--- src/rtl/fifo_wr_arb_pkg.sv ---
// Shared types and helpers for the FIFO write-port arbiter.
// Burst ownership is enabled by defining FIFO_WR_ARB_BURST_EN.
package fifo_wr_arb_pkg;

  typedef enum logic {
    IDLE = 1'b0,
    OWN  = 1'b1
  } arb_state_e;

  localparam int MAX_REQ = 8;

  typedef struct packed {
    logic       valid;
    logic [2:0] idx;
  } pick_t;

  // Behavioural round-robin scan: first set bit at or after ptr, wrapping at n.
  function automatic pick_t rr_pick(input logic [MAX_REQ-1:0] req,
                                    input logic [2:0]         ptr,
                                    input int                 n);
    pick_t p;
    int    j;
    p = '0;
    for (int k = 0; k < MAX_REQ; k++) begin
      if (k < n && !p.valid) begin
        j = (int'(ptr) + k) % n;
        if (req[j]) begin
          p.valid = 1'b1;
          p.idx   = 3'(j);
        end
      end
    end
    return p;
  endfunction

endpackage

--- src/rtl/fifo_wr_arbiter_pick.sv ---
// Round-robin priority picker: rotate by ptr, take lowest set bit, rotate back.
module rr_priority_pick
  import fifo_wr_arb_pkg::*;
#(
  parameter int NUM_REQ = 4,
  parameter int IDX_W   = $clog2(NUM_REQ)
) (
  input  logic [NUM_REQ-1:0] req,
  input  logic [IDX_W-1:0]   ptr,
  output logic               valid,
  output logic [IDX_W-1:0]   idx
);

  localparam logic [IDX_W:0] N_L = (IDX_W+1)'(NUM_REQ);

  logic [2*NUM_REQ-1:0] dbl;
  logic [NUM_REQ-1:0]   rot;
  logic [IDX_W-1:0]     off;
  logic [IDX_W:0]       raw;
  logic [IDX_W:0]       sum;

  assign dbl = {req, req};
  assign rot = NUM_REQ'(dbl >> ptr);

  // Descending scan so the lowest rotated position wins.
  always_comb begin
    valid = 1'b0;
    off   = '0;
    for (int i = NUM_REQ - 1; i >= 0; i--) begin
      if (rot[i]) begin
        valid = 1'b1;
        off   = IDX_W'(i);
      end
    end
  end

  always_comb begin
    raw = {1'b0, ptr} + {1'b0, off};
    sum = (raw >= N_L) ? (raw - N_L) : raw;
  end

  assign idx = sum[IDX_W-1:0];

endmodule

--- src/rtl/fifo_wr_arbiter.sv ---
// Round-robin arbiter sharing one FIFO write port among NUM_REQ producers.
// Define FIFO_WR_ARB_BURST_EN to hold ownership for up to BURST_LEN words.
module fifo_wr_arbiter
  import fifo_wr_arb_pkg::*;
#(
  parameter int NUM_REQ   = 4,
  parameter int DATA_W    = 8,
  parameter int BURST_LEN = 4,
  parameter int CNT_W     = 16
) (
  input  logic                      clk,
  input  logic                      rst_n,
  input  logic [NUM_REQ-1:0]        req,
  input  logic [NUM_REQ*DATA_W-1:0] req_data,
  output logic [NUM_REQ-1:0]        ack,
  input  logic                      fifo_full,
  output logic                      fifo_wr_en,
  output logic [DATA_W-1:0]         fifo_wr_data,
  output logic                      busy,
  output logic [CNT_W-1:0]          xfer_cnt
);

  localparam int IDX_W = $clog2(NUM_REQ);
  localparam logic [IDX_W-1:0] LAST = IDX_W'(NUM_REQ - 1);

  function automatic logic [IDX_W-1:0] inc_idx(input logic [IDX_W-1:0] i);
    return (i == LAST) ? '0 : i + IDX_W'(1);
  endfunction

  logic [IDX_W-1:0] rr_ptr;
  logic [IDX_W-1:0] pick_ptr;
  logic [IDX_W-1:0] pick_idx;
  logic             pick_vld;
  logic [IDX_W-1:0] win_idx;
  logic             win_vld;
  logic             xfer;

  rr_priority_pick #(.NUM_REQ(NUM_REQ), .IDX_W(IDX_W)) u_pick (
    .req   (req),
    .ptr   (pick_ptr),
    .valid (pick_vld),
    .idx   (pick_idx)
  );

`ifdef FIFO_WR_ARB_BURST_EN
  localparam int BW = $clog2(BURST_LEN + 1);

  arb_state_e       state, state_nxt;
  logic [IDX_W-1:0] owner, owner_nxt;
  logic [IDX_W-1:0] rr_ptr_nxt;
  logic [BW-1:0]    beat_cnt, beat_nxt;
  logic             hold;

  // A dropped owner request falls straight into arbitration from owner+1.
  assign hold     = (state == OWN) && req[owner];
  assign pick_ptr = (state == OWN) ? inc_idx(owner) : rr_ptr;
  assign win_vld  = hold | pick_vld;
  assign win_idx  = hold ? owner : pick_idx;
  assign busy     = (state == OWN);

  always_ff @(posedge clk) begin
    if (!rst_n) begin
      state    <= IDLE;
      owner    <= '0;
      beat_cnt <= '0;
      rr_ptr   <= '0;
    end else begin
      state    <= state_nxt;
      owner    <= owner_nxt;
      beat_cnt <= beat_nxt;
      rr_ptr   <= rr_ptr_nxt;
    end
  end

  always_comb begin
    state_nxt  = state;
    owner_nxt  = owner;
    beat_nxt   = beat_cnt;
    rr_ptr_nxt = rr_ptr;
    if (!fifo_full) begin
      if (hold) begin
        if (beat_cnt == BW'(BURST_LEN - 1)) begin
          state_nxt  = IDLE;
          beat_nxt   = '0;
          rr_ptr_nxt = inc_idx(owner);
        end else begin
          beat_nxt = beat_cnt + BW'(1);
        end
      end else if (pick_vld) begin
        state_nxt = OWN;
        owner_nxt = pick_idx;
        beat_nxt  = BW'(1);
      end else if (state == OWN) begin
        state_nxt  = IDLE;
        beat_nxt   = '0;
        rr_ptr_nxt = inc_idx(owner);
      end
    end
  end
`else
  assign pick_ptr = rr_ptr;
  assign win_vld  = pick_vld;
  assign win_idx  = pick_idx;
  assign busy     = 1'b0;

  always_ff @(posedge clk) begin
    if (!rst_n)    rr_ptr <= '0;
    else if (xfer) rr_ptr <= inc_idx(win_idx);
  end
`endif

  // Gating with rst_n keeps the write port quiet while in reset.
  assign xfer       = rst_n & win_vld & ~fifo_full;
  assign fifo_wr_en = xfer;

  always_comb begin
    ack          = '0;
    fifo_wr_data = '0;
    if (xfer) begin
      ack[win_idx] = 1'b1;
      fifo_wr_data = req_data[int'(win_idx)*DATA_W +: DATA_W];
    end
  end

  always_ff @(posedge clk) begin
    if (!rst_n)    xfer_cnt <= '0;
    else if (xfer) xfer_cnt <= xfer_cnt + CNT_W'(1);
  end

endmodule

--- config.mk ---
export PLATFORM = sky130hd
export DESIGN_NAME = fifo_wr_arbiter
export DESIGN_NICKNAME = d
export VERILOG_FILES = /design/src/rtl/fifo_wr_arb_pkg.sv /design/src/rtl/fifo_wr_arbiter_pick.sv /design/src/rtl/fifo_wr_arbiter.sv
export SDC_FILE = /design/constraint.sdc
export NUM_CORES = 1
export LEC_CHECK = 0
export CORE_MARGIN = 4
export CORE_UTILIZATION = 46
export CTS_CLUSTER_SIZE = 14
export DETAILED_ROUTE_END_ITERATION = 12
export PLACE_DENSITY_LB_ADDON = 0.3
export SLEW_MARGIN = 30
export SYNTH_ARGS = -nofsm -noshare
export SYNTH_HDL_FRONTEND = slang
export SYNTH_SLANG_ARGS = --single-unit
--- constraint.sdc ---
create_clock -name clk -period 4.3 [get_ports clk]
set_input_delay 0.43 -clock clk [delete_from_list [all_inputs] [get_ports clk]]
set_output_delay 0.43 -clock clk [all_outputs]
set_load 0.02 [all_outputs]
; After elaboration in Yosys (flattened, before gate mapping)
; Cells that the tools add are included.
[word_totals]
regBits = 18
inputBits = 39
out_inout_bits = 30
elab_cells = 30
[op_classes]
add_sub_neg = 4
magnitude_cmp = 3
eq_ne = 1
shifts = 2
muxes = 14
n_bitwise = 3
reduce_logical = 1
[ops]
columns = operator, n
row1 = indexed part select 32 x 6 -> 8 bit, 1
row2 = "adder 16 x 1 -> 16 bit, second input constant", 1
row3 = two-way mux 2 bit, 6
row4 = two-way mux 8 bit, 1
row5 = right shift 8 x 2 -> 4 bit, 1
row6 = two-way mux 1 bit, 5
row7 = two-way mux 4 bit, 1
row8 = adder 2 x 2 -> 3 bit, 1
row9 = ">= comparator 3 bit, second input constant", 1
row10 = "less-than comparator 2 x 3 -> 1 bit, second input constant", 1
row11 = "adder 2 x 1 -> 2 bit, second input constant", 1
row12 = AND 1 bit, 2
row13 = demux 1 bit (select 2 bit), 1
row14 = "equality test 2 bit, second input constant", 1
row15 = ">= comparator 2 x 1 -> 1 bit, second input constant", 1
row16 = "subtractor 2 x 1 -> 2 bit, second input constant", 1
row17 = logical AND 1 bit, 1
row18 = NOT 1 bit, 1

; Depth between registers and ports, before layout
; Gate-level depths: netlist of run 1.
[logic_depth]
word_depth = 13
mapped_depth = 11
depth_no_buf = 11

; Modules after synthesis
; A second synthesis of run 1 with hierarchy kept.
[hier_totals]
hier_cells = 156
area_unflattened_um2 = 1427.6
[by_module_without_submodules]
columns = module, n_inst, cells_each, area_each_um2, seq_area_each_um2
row1 = fifo_wr_arbiter, 1, 133, 1247.4, 360.3
row2 = rr_priority_pick, 1, 23, 180.2, 0.0

; Worst setup path before layout of run 1
; OpenSTA, ideal clock, no wires.
[synth_timing]
path_type = reg-to-output
startpoint = reg rr_ptr[0] (netlist: pick_ptr[0])
endpoint = out ack[0]
arrival_ns = 2.476
t_required_ns = 3.870
setup_slack_ns = 1.394
stages_incl_launch_ff = 10
path_buffers = 1
path_cell_list = dfxtp_1 clkbuf_1 nor2_1 a221oi_1 o21ai_0 ha_1 xnor2_1 xnor2_1 inv_2 nor3_1
[synth_between]
elab_chain_cells = 13
word_cells_on_any_way = 21
cone_classes = add/sub (2) / order compare (3) / shift (1) / mux (12) / bitwise (2) / reduce/logical (1)
[synth_rtl]
columns = element, line
row1 = from (decl), fifo_wr_arbiter.sv:30  ; logic [IDX_W-1:0] rr_ptr;
row2 = from (signal assigned), fifo_wr_arbiter.sv:108  ; else if (xfer) rr_ptr <= inc_idx(win_idx);
row3 = right shift 8 x 2 -> 4 bit, fifo_wr_arbiter_pick.sv:23  ; assign rot = NUM_REQ'(dbl >> ptr);
row4 = two-way mux 2 bit (4 in series), fifo_wr_arbiter_pick.sv:30  ; if (rot[i]) begin
row5 = adder 2 x 2 -> 3 bit, fifo_wr_arbiter_pick.sv:38  ; raw = {1'b0, ptr} + {1'b0, off};
row6 = >= comparator 3 bit or subtractor 2 x 1 -> 2 bit (tied branches), fifo_wr_arbiter_pick.sv:39  ; sum = (raw >= N_L) ? (raw - N_L) : raw;
row7 = two-way mux 2 bit, fifo_wr_arbiter_pick.sv:39
row8 = less-than comparator 2 x 3 -> 1 bit (implied by the code) or >= comparator 2 x 1 -> 1 bit (tied branches), fifo_wr_arbiter.sv:120  ; ack[win_idx] = 1'b1;
row9 = logical AND 1 bit (implied by the code), fifo_wr_arbiter.sv:120
row10 = two-way mux 1 bit (implied by the code), fifo_wr_arbiter.sv:120
row11 = demux 1 bit (select 2 bit), fifo_wr_arbiter.sv:120
row12 = two-way mux 4 bit *, fifo_wr_arbiter.sv:119  ; if (xfer) begin
row13 = to (decl), fifo_wr_arbiter.sv:15  ; output logic [NUM_REQ-1:0] ack,
; Mark *: on every way between the ends. The rest lies on a longest branch, timed or not.

; Worst setup path after layout of run 1
[layout_timing]
startpoint = in req[2]
endpoint = out fifo_wr_data[1]
[layout_between]
elab_chain_cells = 10
word_cells_on_any_way = 17
cone_classes = add/sub (2) / order compare (1) / shift (2) / mux (10) / bitwise (2)
[layout_rtl]
columns = element, line
row1 = from (decl), fifo_wr_arbiter.sv:13  ; input logic [NUM_REQ-1:0] req,
row2 = right shift 8 x 2 -> 4 bit *, fifo_wr_arbiter_pick.sv:23
row3 = two-way mux 2 bit (4 in series), fifo_wr_arbiter_pick.sv:30
row4 = adder 2 x 2 -> 3 bit, fifo_wr_arbiter_pick.sv:38
row5 = >= comparator 3 bit or subtractor 2 x 1 -> 2 bit (tied branches), fifo_wr_arbiter_pick.sv:39
row6 = two-way mux 2 bit, fifo_wr_arbiter_pick.sv:39
row7 = indexed part select 32 x 6 -> 8 bit, fifo_wr_arbiter.sv:121  ; fifo_wr_data = req_data[int'(win_idx)*DATA_W +: DATA_W];
row8 = two-way mux 8 bit *, fifo_wr_arbiter.sv:119
row9 = to (decl), fifo_wr_arbiter.sv:18  ; output logic [DATA_W-1:0] fifo_wr_data,
; Marked as above.

==> results of run 1 <==
-- metrics by stage --
stage          hold WS (ns)  setup slack [ns]    util
6_report             0.5061            0.5230  0.6968
5_1_grt              0.5464            0.2400  0.6968
3_5_place_dp         0.4886            0.5099  0.6860
3_3_place_gp         0.4800            0.2518  0.6838
4_1_cts              0.5054            0.4988  0.6968
2_1_floorplan        0.5535             1.394       -
-- power by group through the flow --
stage | Sequential (mW) | Combinational [mW] | Clock [mW]
global route | 0.204 | 0.705 | 0.115
detailed placement | 0.205 | 0.653 | 0
floorplan | 0.189 | 0.483 | 0
global placement | 0.203 | 0.644 | 0
CTS | 0.201 | 0.654 | 0.106
finish | 0.200 | 0.649 | 0.102
-- synthesized netlist by cell type --
cell type  instances  share of area
o21ai_0            5          0.015
and4_1             3          0.016
xnor2_1           10          0.054
dfxtp_1           18           0.22
o32ai_1            2          0.011
and3_1             3          0.012
buf_2              9          0.028
a221oi_1           1         0.0054
nand2b_1           3          0.012
conb_1             1         0.0023
nor4_2             2          0.015
and2_1            13          0.050
nor2b_1            2         0.0077
o311a_1            1         0.0062
a32oi_1            1         0.0054
nand2_1           18          0.042
inv_2              2         0.0046
nor3_1            35           0.11
nor4_4             1          0.013
nor2_1             8          0.019
inv_1              1         0.0023
ha_1               4          0.031
a31o_1             1         0.0054
o21a_1             1         0.0046
xor2_1             6          0.033
a21oi_1            1         0.0031
clkbuf_1           4         0.0093
mux2i_1           32           0.20
nand3_1            8          0.025
or2_1              1         0.0039
buf_4              5          0.023
nor4_1             1         0.0039
nand4_1            2         0.0077
-- worst reg2reg max path: cells and delay by family (launching register included) --
kind	cells	cell delay (ns)
DFF	1	0.56
AOI/OAI and AO/OA	3	0.53
adders and majority gates	2	0.45
xor gates and xnor gates	2	0.43
and+or+nand+nor	2	0.27
buffers and inverters	1	0.07
-- registers in the layout, summed over array words and instances, names as in the netlist --
| name | flops |
|---|---|
| xfer_cnt | 16 |
| pick_ptr | 2 |
-- worst max path at each step --
| stage | end | startpoint | cells past startpoint | slack (ns) |
|---|---|---|---|---|
| after floorplan | ack[0] | pick_ptr[0] | 9 | 1.39 |
| after global placement | fifo_wr_data[1] | req[0] | 10 | 0.25 |
| after detailed placement | fifo_wr_data[2] | req[0] | 11 | 0.51 |
| after CTS | fifo_wr_data[2] | req[0] | 11 | 0.50 |
| after global routing | fifo_wr_data[5] | req[0] | 11 | 0.24 |
| final | fifo_wr_data[1] | req[2] | 9 | 0.52 |
-- area by class of cell --
type                            count  area [um2]  area share
Clock buffer                        4       36.28     0.01548
Inverter                            3       11.26    0.004805
Multi-Input combinational cell    166        1162      0.4960
Sequential cell                    18       360.3      0.1538
Tap cell                           46       57.56     0.02456
Timing Repair Buffer               73       715.7      0.3054
-- kinds of logic after synthesis --
group | share of synthesized area
buf+inv | 0.06733
flops | 0.2229
mux | 0.1981
fa+ha+maj | 0.03096
other cells | 0.002320
compound gates | 0.05650
xor+xnor | 0.08668
simple gates | 0.3351
-- cells in the final DEF (no fill, tap or decap), types with 6 or more instances in the layout --
master           netlist  routed
and2_1                13      13
buf_4                  5       6
clkdlybuf4s50_1        0      67
dfxtp_1               18      18
mux2i_1               32      32
nand2_1               18      18
nand3_1                8       8
nor2_1                 8       8
nor3_1                35      35
xnor2_1               10      10
-- layer usage --
metal  vias to the layer above  track usage  wire length (um)  share of wire
li1                        842            -                 -              -
met2                        43       0.3264              1912           0.48
met4                         0      0.04051                51          0.013
met1                       726       0.2137              1791           0.45
met5                         -            0                 0              0
met3                         6      0.04160               195          0.049
==> impl_metrics.yaml, run 1 <==
layout:
  fin_area_um2: 2344
  final_cells: 310
  nets: 308
  syn2layout_area_growth_pct: 44.97
  fill_cells: 314
  drive_gt1_frac: 0.06439
  antennaDiodeCount: 0
power:
  clock_power_share: 0.107
  share_comb_of_total_power: 0.682
  power_uw: 950.8
  power_leakage_nw: 1.002
  vdd_ir_drop_max_uv: 272.7
  cell_internal_pwr_uw: 525.3
  switching_share: 0.4475
  pwr-share-seq: 0.211
  power_switching_uw: 425.5
  power_density_nw_per_um2: 405.7
critical_path:
  crit_fanout: 16
  path_common_cell: "clkdlybuf4s50_1"
  ff2ff_setup_slack_ns: 1.94
  path_buf_inv: 2
  required_ns: 3.87
  reg2reg_depth: 10
  crit_path_end_kind: "output port"
  crit_type: "input port to output port"
  cp_top_family: "buffers and inverters"
  r2r-start: "pick_ptr[0]"
  critPathMaxStageDelay_ns: 0.58
  path_cells: "clkdlybuf4s50_1 > o311a_1 > o21ai_0 > ha_1 > xor2_2 > nor3_1 > mux2i_1 > nand2_1 > clkdlybuf4s50_1"
  arrival_ns: 3.35
  r2r-end: "pick_ptr[0]"
  start_kind: "input port"
  cp_slowest_cell: "xor2_2"
yosys:
  ys_types: 33
  syn_nets: 248
  avgSynthCellArea_um2: 7.886
  synth-warning-count: 0
  synth-seq-cells: 18
  synthCells: 205
  synth-seq-area-share: 0.2229
  syn_area_um2: 1617
worst_hold_path:
  min_path_cells: 2
  hold_path_class: "flip-flop to flip-flop"
  min-delay-start: "xfer_cnt[1]"
  hold_end: "xfer_cnt[1]"
routing:
  ant_nets: 0
  wl_per_cell_um: 12.75
  drtIter0Drc: 73
  vias_per_cell: 5.216
  dr.pass1.iters: 4
  routed_wl_um: 3951
  vias: 1617
  drc: 0
place:
  dp.cells: 306
  place_area_um2: 2307
  io_buffers: 67
  place_hpwl_um: 3065
  place_congestion: 0.7701
timing:
  fin_crit_sh: 0.8784
  relSlewSlack: 0.5381
  finalClockSkew_ns: 0.002645
  tns_ns: 0
  setup_violations: 0
  worst_pin_slew_ns: 0.6923
  hold_viol: 0
  rsz0062_at_grt: "no"
  maxSlewViolCount: 0
  fmax_mhz: 264.8
  period_minus_slack_ns: 3.777
cts:
  clock-sinks: 18
  tritoncts: "built"
  clk_latency_ns: 0.29
  ctsHtreeMaxLevel: 1
  cts_setup_buffers: 0
  clkTransAtPathRegs_ns: 0.10
  cts_resized: 0
  clock_path_buffers: 2
  hold_buffers: 0
  clock-root-buffer: "clkbuf_4"
  cts_buffers: 3
global_routing:
  antenna_found_initial: 0
  grt-ovfl-total: 0
  grt_pass1_wl_um: 6458
  grt_max_degree: 41
  grt_pass1_vias: 1565
  track_usage: 0.1800
floorplanning:
  rows: 21
  die_y_um: 67.28
  dieArea_um2: 4527
  die_w_um: 67.28
  ios: 69
  core_um2: 3363
  initial_core_util: 0.4807
run:
  drv_cap: 0
outcome:
  status: "finished, final reports clean"
Note: power is estimated with default switching activity, not from simulation.
==> run 2: changes to the inputs <==
CORE_UTILIZATION = 39   (was 46)
clock period = 3.31 ns   (was 4.3 ns; I/O delays follow)
==> impl_metrics.yaml, run 2 (synthesis results as in run 1) <==
cts:
  hold_buffers: 0
  ctsHtreeMaxLevel: 1
  clock-sinks: 18
  clkTransAtPathRegs_ns: 0.07
  cts_setup_buffers: 0
  tritoncts: "built"
  cts_buffers: 3
  clk_latency_ns: 0.25
  clock-root-buffer: "clkbuf_8"
  clock_path_buffers: 2
timing:
  tns_ns: 0
  worst_pin_slew_ns: 0.6273
  maxSlewViolCount: 0
  relSlewSlack: 0.5783
  period_minus_slack_ns: 3.158
  rsz0062_at_grt: "yes"
  fmax_mhz: 316.7
  finalClockSkew_ns: 0.001403
  setup_violations: 0
  fin_crit_sh: 0.9540
  hold_viol: 0
  fin_ws_ns: 0.1522
  holdWs_ns: 0.5006
routing:
  drtIter0Drc: 64
  ant_nets: 0
  vias_per_cell: 5.157
  vias: 1671
  drc: 0
  routed_wl_um: 4258
  dr.pass1.iters: 4
  wl_per_cell_um: 13.14
worst_hold_path:
  hold_path_class: "flip-flop to flip-flop"
  min_path_cells: 1
  min-delay-start: "xfer_cnt[11]"
  hold_end: "xfer_cnt[11]"
layout:
  largest-register: "xfer_cnt"
  final_common_cell: "clkdlybuf4s50_1"
  mostFrequentLayoutCells: "clkdlybuf4s50_1, nor3_1, mux2i_1"
  final_cells: 324
  antennaDiodeCount: 0
  syn2layout_area_growth_pct: 56.66
  multi_input_area_um2: 1239
  fill_cells: 356
  nets: 318
  largest_register_ffs: 16
  final_core_util: 0.6331
  drive_gt1_frac: 0.1277
  seqCellArea_um2: 360.3
  fin_area_um2: 2532
critical_path:
  reg2reg_depth: 11
  required_ns: 2.98
  crit_fanout: 3
  crit_path_end_kind: "output port"
  startpoint: "req[3]"
  r2r-start: "pick_ptr[0]"
  arrival_ns: 2.83
  start_kind: "input port"
  ff2ff_setup_slack_ns: 1.00
  r2r-end: "pick_ptr[0]"
  crit_type: "input port to output port"
floorplanning:
  die_w_um: 72.38
  rows: 23
  ios: 69
  dieArea_um2: 5239
  initial_core_util: 0.4041
  core_um2: 4000
  die_y_um: 72.38
global_routing:
  track_usage: 0.1584
  grt-ovfl-total: 0
  antenna_found_initial: 0
  grt_max_degree: 38
  grt_pass1_vias: 1506
  grt_pass1_wl_um: 6817
run:
  drv_cap: 0
place:
  pre_cts_slack_ns: -0.2441
  place_hpwl_um: 3239
  place_area_um2: 2400
  dp.cells: 320
  place_congestion: 0.8368
  io_buffers: 67
power:
  power_leakage_nw: 1.146
  vdd_ir_drop_max_uv: 338.7
  power_density_nw_per_um2: 573.8
  power_mw: 1.453
outcome:
  status: "finished, final reports clean"
[run 2: worst max-delay path by stage]
stage	endpoint	slack [ns]
3_5_place_dp	fifo_wr_data[1]	-0.24
6_report	ack[3]	0.15
4_1_cts	ack[1]	0.01
5_1_grt	fifo_wr_data[2]	-0.02
2_1_floorplan	ack[0]	0.50
3_3_place_gp	fifo_wr_data[2]	-0.47
[run 2: cell type report]
type,instances,area share
multi-input combinational,166,0.4891
inverter,3,0.004447
clock buffer,4,0.02174
timing repair buffer,83,0.3177
sequential,18,0.1423
tap,50,0.02470
[run 2: report_power, final]
group          switching, mW  leakage (nW)  total, mW  internal, mW
Combinational          0.544         0.972       1.03         0.487
Clock                 0.0685        0.0288      0.174         0.105
Sequential            0.0180         0.146      0.248         0.230
[run 2: worst max-delay path, cell delays in order]
cell	delay, ns
clkdlybuf4s50_1	0.47
inv_1	0.07
o311a_1	0.32
o21ai_1	0.22
ha_2	0.27
buf_4	0.15
xnor2_4	0.13
xnor2_2	0.16
inv_2	0.06
ha_1	0.20
and2_1	0.13
dlygate4sd2_1	0.31
[run 2: repair_timing]
| item | in CTS | in global routing |
|---|---|---|
| resized for setup | 17 | 11 |
| setup endpoints to repair | 11 | 11 |
| pin swaps | 0 | 1 |
[run 2: metal layers]
metal / vias up / global-route usage / part of all wire
li1: 862 / - / -
met1: 776 / 0.2167 / 0.46
met2: 31 / 0.2730 / 0.50
met3: 2 / 0.02216 / 0.037
met4: 0 / 0.01844 / 0.0019
met5: - / 0 / 0
==> run 3: changes to the inputs <==
CORE_MARGIN = 2   (was 4)
GPL_TIMING_DRIVEN = 0   (was not set)
==> impl_metrics.yaml, run 3 (synthesis results as in run 1) <==
floorplanning:
  initial_core_util: 0.4041
  dieArea_um2: 4676
  ios: 69
  core_um2: 4000
  die_w_um: 68.38
  rows: 23
  die_y_um: 68.38
place:
  dp.cells: 319
  place_congestion: 0.7850
  place_hpwl_um: 3120
  io_buffers: 64
layout:
  fill_cells: 377
  drive_gt1_frac: 0.1168
  mostFrequentLayoutCells: "clkdlybuf4s50_1, nor3_1, mux2i_1"
  largest-register: "xfer_cnt"
  largest_register_ffs: 16
  nets: 319
  antennaDiodeCount: 0
  final_common_cell: "clkdlybuf4s50_1"
  syn2layout_area_growth_pct: 50.70
  final_cells: 324
power:
  switching_share: 0.4366
  power_density_nw_per_um2: 558.7
  pwr-share-seq: 0.177
  cell_internal_pwr_uw: 766.8
  share_comb_of_total_power: 0.712
  power_mw: 1.361
  vdd_ir_drop_max_uv: 244.2
  power_switching_uw: 594.2
  clock_power_share: 0.110
  power_leakage_nw: 1.120
timing:
  fmax_mhz: 317.6
  worst_pin_slew_ns: 0.6886
  relSlewSlack: 0.5371
  fin_crit_sh: 0.9512
  setup_violations: 0
  rsz0062_at_grt: "no"
  holdWs_ns: 0.4273
  maxSlewViolCount: 0
  finalClockSkew_ns: 0.001191
  period_minus_slack_ns: 3.148
  hold_viol: 0
cts:
  clock-sinks: 18
  clock-root-buffer: "clkbuf_8"
  ctsHtreeMaxLevel: 1
  clk_latency_ns: 0.25
  clock_path_buffers: 2
  tritoncts: "built"
  hold_buffers: 0
  cts_buffers: 3
  clkTransAtPathRegs_ns: 0.06
routing:
  ant_nets: 0
  wl_per_cell_um: 12.52
  routed_wl_um: 4055
  vias: 1657
  drc: 0
  vias_per_cell: 5.114
  dr.pass1.iters: 4
  drtIter0Drc: 61
global_routing:
  grt_pass1_wl_um: 6341
  antenna_found_initial: 0
  grt_max_degree: 11
  track_usage: 0.1773
  grt-ovfl-total: 0
  grt_pass1_vias: 1406
run:
  drv_cap: 0
worst_hold_path:
  hold_end: "xfer_cnt[2]"
  min_path_cells: 2
  hold_path_class: "input port to flip-flop"
  min-delay-start: "rst_n"
critical_path:
  arrival_ns: 2.82
  ff2ff_setup_slack_ns: 0.97
  crit_path_end_kind: "output port"
  required_ns: 2.98
  crit_fanout: 7
  start_kind: "input port"
  reg2reg_depth: 10
  crit_type: "input port to output port"
  r2r-end: "pick_ptr[0]"
  r2r-start: "pick_ptr[0]"
outcome:
  status: "finished, final reports clean"
-- run 3: changes by cell type in the layout (fill, tap and decap cells not counted), sizes merged --
cell	before	now
clkbuf	4	6
clkdlybuf4s50	55	52
dlygate4sd2	9	10
buf	16	17
clkdlybuf4s15	1	0
-- run 3: worst max-delay path: stages --
cell and delay, ns:
dlygate4sd2_1 0.33, inv_1 0.11, o311a_1 0.34, o21ai_1 0.18, ha_2 0.32, xnor2_4 0.14, xnor2_1 0.26, and3_1 0.20
clkdlybuf4s50_1 0.60
-- run 3: how the worst max path moves through the flow --
stage | startpoint | depth (start not counted) | endpoint
final | req[3] | 9 | ack[1]
after global routing | req[3] | 12 | fifo_wr_data[7]
after CTS | pick_ptr[0] | 11 | ack[3]
after detailed placement | req[3] | 11 | fifo_wr_data[4]
after global placement | req[3] | 11 | fifo_wr_data[4]
after floorplan | pick_ptr[0] | 9 | ack[0]
-- run 3: repair_timing --
action | in CTS | in global routing
gates cloned | 0 | 0
setup buffers | 0 | 2
setup endpoints to repair | 12 | 11
gates resized for setup | 23 | 7
pin swaps | 0 | 1
-- run 3: power by group through the flow --
stage	registers [mW]	clock network (mW)	logic (mW)
after floorplan	0.246	0	0.628
after global placement	0.245	0	0.871
after detailed placement	0.244	0	0.878
after CTS	0.240	0.155	0.927
after global routing	0.243	0.166	1.06
final	0.241	0.150	0.970
-- run 3: layout make-up --
| cell class | count | area (um2) | share of cell area |
|---|---|---|---|
| Buffer | 18 | 120.1 | 0.04931 |
| Clock buffer | 3 | 41.29 | 0.01695 |
| Inverter | 3 | 11.26 | 0.004622 |
| Multi-Input combinational cell | 166 | 1191 | 0.4890 |
| Sequential cell | 18 | 361.6 | 0.1484 |
| Tap cell | 50 | 62.56 | 0.02568 |
| Timing Repair Buffer | 66 | 648.1 | 0.2661 |
-- run 3: per-stage QoR --
step / utilization / TNS [ns] / area [um2] / setup slack, ns
global route: 0.6090 / 0 / 2436 / 0.0006815
floorplan: - / 0 / 1617 / 0.5026
CTS: 0.6009 / 0 / 2404 / 0.0009932
detailed placement: 0.5799 / -6.308 / 2320 / -0.6462
global placement: 0.5799 / -5.898 / 2320 / -0.6079
finish: 0.6090 / 0 / 2436 / 0.1616
-- run 3: routing by layer --
layer / wire length [um] / track usage / vias to the layer above
met3: 163 / 0.02961 / 9
met5: 0 / 0 / -
met2: 1886 / 0.2897 / 42
li1: - / - / 861
met1: 1937 / 0.2371 / 745
met4: 68 / 0.05250 / 0
==> RTL edit 1, RTL diff (settings of run 1) <==
Build with the macro `FIFO_WR_ARB_BURST_EN` defined.
--- a/src/rtl/fifo_wr_arbiter.sv
+++ b/src/rtl/fifo_wr_arbiter.sv
@@ -2,2 +2,4 @@
 // Define FIFO_WR_ARB_BURST_EN to hold ownership for up to BURST_LEN words.
+`define FIFO_WR_ARB_BURST_EN
+
 module fifo_wr_arbiter
Behaviour: not the same (a bounded check fails within 4 cycles, from zero or initial values and one cycle with rst_n low).
==> RTL edit 1 against run 1 <==
Routed wire length grew 26%. Total power shrank 17%. Non-clock buffer count down 2. Final area rose by 13%. Sequential cell count rose by 6. Area after synthesis up 11%. Setup slack worse by 330 ps. Utilization increased by 1.4 points. Critical path type is now reg -> out.
==> RTL edit 1: results (changes against run 1) <==
| Metric | Value |
|---|---|
| R2r setup slk | 2040 ps (+100 ps) |
| Met2 Track Usage GR | 32.6% (about the same) |
| Synth area leaders | dfxtp_1 27%, mux2i_1 10%, nor2_1 7.6%, mux2_4 5.9%, xor2_1 5.9% |
| Grt met3 use | 4.89% (+0.73 points) |
| Clk root buf | clkbuf_8 |
| Sequential share of the synthesized area | 26.9% (+4.6 points) |
| Seq area share | 18.4% (+3.0 points) |
| Leak | 1.20 nW (+20%) |
| Post-Syn Nets | 258 (+4.0%) |
| Later-pin clock latency in the skew report | 270 ps (-20 ps) |
| Yosys reg bits | 24 (+6) |
| Layout clock area frac | 2.70% (+1.2 points) |
| Tot GR Track Use | 18.9% (+0.87 points) |
| Multi-input logic cell count | 178 (+7.2%) |
| Multi-input logic area | 1270 µm² (+9.7%) |
| Reg2reg path depth | 9 (-1) |
| DP Wirelength | 3530 µm (+15%) |
| Non-CTS buffers | 71 (-2.7%) |
| Clock Skew | 4.31 ps (+1.66 ps) |
| Commonest cells in the netlist | 36 x nor2_1, 24 x dfxtp_1, 18 x mux2i_1, 13 x nand2_1 |
| Status | completed |
| Adder-Cell Fraction of Synth Area | 2.80% (-0.30 points) |
| Reg2reg end | owner[0] |
| GPL Wtd Cong | 0.821 (+6.7%) |
| Logic power comb | 0.349 mW (-46%) |
| CP Max Fanout | 11 (-5) |
| Clock power share | 25.1% (+14 points) |
| RR Startpoint | owner[0] |
| Placed Cells | 326 (+6.5%) |
| Worst-path clk slew | 80 ps (-20 ps) |
| Detailed Route WL | 5000 µm (+26%) |
| VDD IR max | 282 µV (+3.5%) |
-- RTL edit 1: cell count changes after synthesis, sizes merged, moves of 6 or more --
cell / delta
a21oi: +7
and2: -8
buf: -10
dfxtp: +6
mux2: +10
mux2i: -12
nor2: +29
nor3: -29
xnor2: -7
xor2: +6
-- RTL edit 1: how the worst max path moves through the flow --
| stage | from | end | slack [ps] | cells after the start |
|---|---|---|---|---|
| floorplan | owner[0] | ack[2] | 880 | 12 |
| global placement | req[0] | fifo_wr_data[7] | 330 | 13 |
| detailed placement | req[0] | fifo_wr_data[0] | 240 | 13 |
| CTS | owner[0] | fifo_wr_data[0] | 40 | 13 |
| global route | owner[0] | ack[2] | 60 | 12 |
| finish | owner[0] | ack[2] | 190 | 11 |
-- RTL edit 1: critical path, stage by stage (launching register included) --
cell and delay [ps]:
dfxtp_4 400, ha_1 320, mux2_2 280, o21ai_0 190, a21oi_1 100, nor3_1 170, a21oi_1 60, ha_1 380
o21bai_2 290, a22o_4 350, nor3b_1 200, clkdlybuf4s50_1 650
==> RTL edit 2, RTL diff (settings of run 1) <==
Without the edit above. Register the output `xfer_cnt` once more; this adds one clock of latency there. The other outputs are not delayed to match.
--- a/src/rtl/fifo_wr_arbiter.sv
+++ b/src/rtl/fifo_wr_arbiter.sv
@@ -24,2 +24,4 @@
   localparam logic [IDX_W-1:0] LAST = IDX_W'(NUM_REQ - 1);
+
+  logic [CNT_W-1:0] xfer_cnt_s0;
 
@@ -125,4 +127,8 @@
   always_ff @(posedge clk) begin
-    if (!rst_n)    xfer_cnt <= '0;
-    else if (xfer) xfer_cnt <= xfer_cnt + CNT_W'(1);
+    if (!rst_n)    xfer_cnt_s0 <= '0;
+    else if (xfer) xfer_cnt_s0 <= xfer_cnt_s0 + CNT_W'(1);
+  end
+
+  always_ff @(posedge clk) begin
+    xfer_cnt <= xfer_cnt_s0;
   end
Function: changed (a bounded check fails within 4 cycles, from zero or initial values and one cycle with rst_n low).
==> RTL edit 2 against run 1 <==
Fmax up 1.5%. Area after synthesis grew 22%. Sequential cell count rose by 16. Register-to-register slack got worse by 70 ps. Routed wire length rose by 12%. Total power rose by 35%. Final area is 17% higher. First-iteration DRC count increased by 1.4%. Critical path depth grew 2. Setup slack better by 56 ps. Clock power rose to 2.7 times the old value. Critical endpoint is now fifo_wr_data[0]. Largest cell class unchanged. Largest power group unchanged.
==> RTL edit 2: results (changes against run 1) <==
| Metric | Value |
|---|---|
| Nets | 332 (+7.8%) |
| R2r setup slk | 1870 ps (-70 ps) |
| Synthesized area per cell | 8.68 µm² (+10%) |
| Largest net degree at the start of global routing | 39 (-4.9%) |
| Detailed Route WL | 4420 µm (+12%) |
| Status | completed |
| Later-pin clock latency in the skew report | 270 ps (-20 ps) |
| Wire length per cell | 13.0 µm (+1.9%) |
| CP startpoint | req[0] |
| Clk root buf | clkbuf_8 |
| Share of layout cells above drive strength 1 | 5.52% (-0.92 points) |
| Arr. time, crit path | 3290 ps (-60 ps) |
| Clock Skew | 3.73 ps (+1.09 ps) |
| Setup crit end | fifo_wr_data[0] |
| DR pass1 iterations | 4 (unchanged) |
| Commonest cells in the netlist | 38 x nor3_1, 34 x dfxtp_1, 33 x mux2i_1, 18 x nand2_1 |
| Sequential share of the synthesized area | 34.5% (+12 points) |
| Global-route wire length before repair | 7430 µm (+15%) |
| DP Wirelength | 3450 µm (+13%) |
| Vias in the first global route | 1724 (+10%) |
| Tot GR Track Use | 17.2% (-0.82 points) |
| Tightest Pin Transition | 655 ps (-36.8 ps) |
| Avg Vias per Cell | 5.36 (+2.8%) |
| Post-Syn Nets | 270 (+8.9%) |
| Placed Cells | 332 (+8.5%) |
| Synth area leaders | dfxtp_1 35%, mux2i_1 17%, nor3_1 9.7%, nand2_1 3.4%, xnor2_1 3.1% |
| H-tree depth | 2 (+1) |
| CP Max Fanout | 18 (+2) |
RTL edit 2: cell types whose count changed in the layout (fill, tap and decap cells not counted), sizes merged, moves of 3 or more:
cell | before | now
and2 | 13 | 8
xnor2 | 10 | 7
or3 | 0 | 6
dfxtp | 18 | 34
a21boi | 0 | 6
clkbuf | 4 | 7
o21ai | 5 | 9
nor3 | 35 | 38
RTL edit 2: worst min path at each step:
| stage | cells past startpoint | slack (ps) | startpoint | to |
|---|---|---|---|---|
| 4_1_cts | 0 | 350 | xfer_cnt_s0[14] | xfer_cnt[14] |
| 6_report | 0 | 350 | xfer_cnt_s0[14] | xfer_cnt[14] |
| 2_1_floorplan | 0 | 330 | xfer_cnt_s0[14] | xfer_cnt[14] |
| 3_5_place_dp | 0 | 340 | xfer_cnt_s0[14] | xfer_cnt[14] |
| 5_1_grt | 0 | 360 | xfer_cnt_s0[14] | xfer_cnt[14] |
| 3_3_place_gp | 0 | 340 | xfer_cnt_s0[14] | xfer_cnt[14] |
RTL edit 2: power by group:
part	switching, mW	leakage, nW	internal [mW]	total [mW]
logic	0.352	0.820	0.303	0.655
registers	0.0251	0.275	0.328	0.353
clock network	0.100	0.0524	0.173	0.273
RTL edit 2: logic make-up after synthesis:
| group | synth area share [%] |
|---|---|
| buf+inv | 7.05 |
| flops | 34.5 |
| compound gates | 7.94 |
| xor+xnor | 4.89 |
| mux | 16.8 |
| simple gates | 26.1 |
| other cells | 0.190 |
| fa+ha+maj | 2.54 |
RTL edit 2: area by class of cell:
class	instances	area, µm²
sequential	34	681
clock buffer	7	76.3
fill	345	1320
timing repair buffer	72	708
inverter	5	18.8
tap	50	62.6
multi-input combinational	171	1160
clock inverter	1	30.0
RTL edit 2: worst max-delay path, cell delays in order:
cell and delay, ps:
clkdlybuf4s50_1 630, nor2_1 70, a221oi_1 280, o21ai_0 150
ha_1 300, buf_4 280, mux2i_1 270, nor3_1 60
mux2i_1 210, nand2_1 70, clkdlybuf4s50_1 540
RTL edit 2: layer usage:
metal / vias up / global-route usage [%] / routed length, µm
met5: - / 0 / 0
met4: 0 / 5.43 / 49
met3: 4 / 5.61 / 375
met2: 61 / 31.2 / 2210
met1: 832 / 18.7 / 1790
li1: 927 / - / -
RTL edit 2: metrics by stage:
| stage | hold slack, ps | setup slack (ps) | instance area, µm² |
|---|---|---|---|
| after floorplan | 331 | 1500 | 1970 |
| after global placement | 338 | 628 | 2630 |
| after detailed placement | 339 | 581 | 2630 |
| after CTS | 352 | 566 | 2740 |
| after global routing | 357 | 344 | 2740 |
| final | 352 | 579 | 2740 |
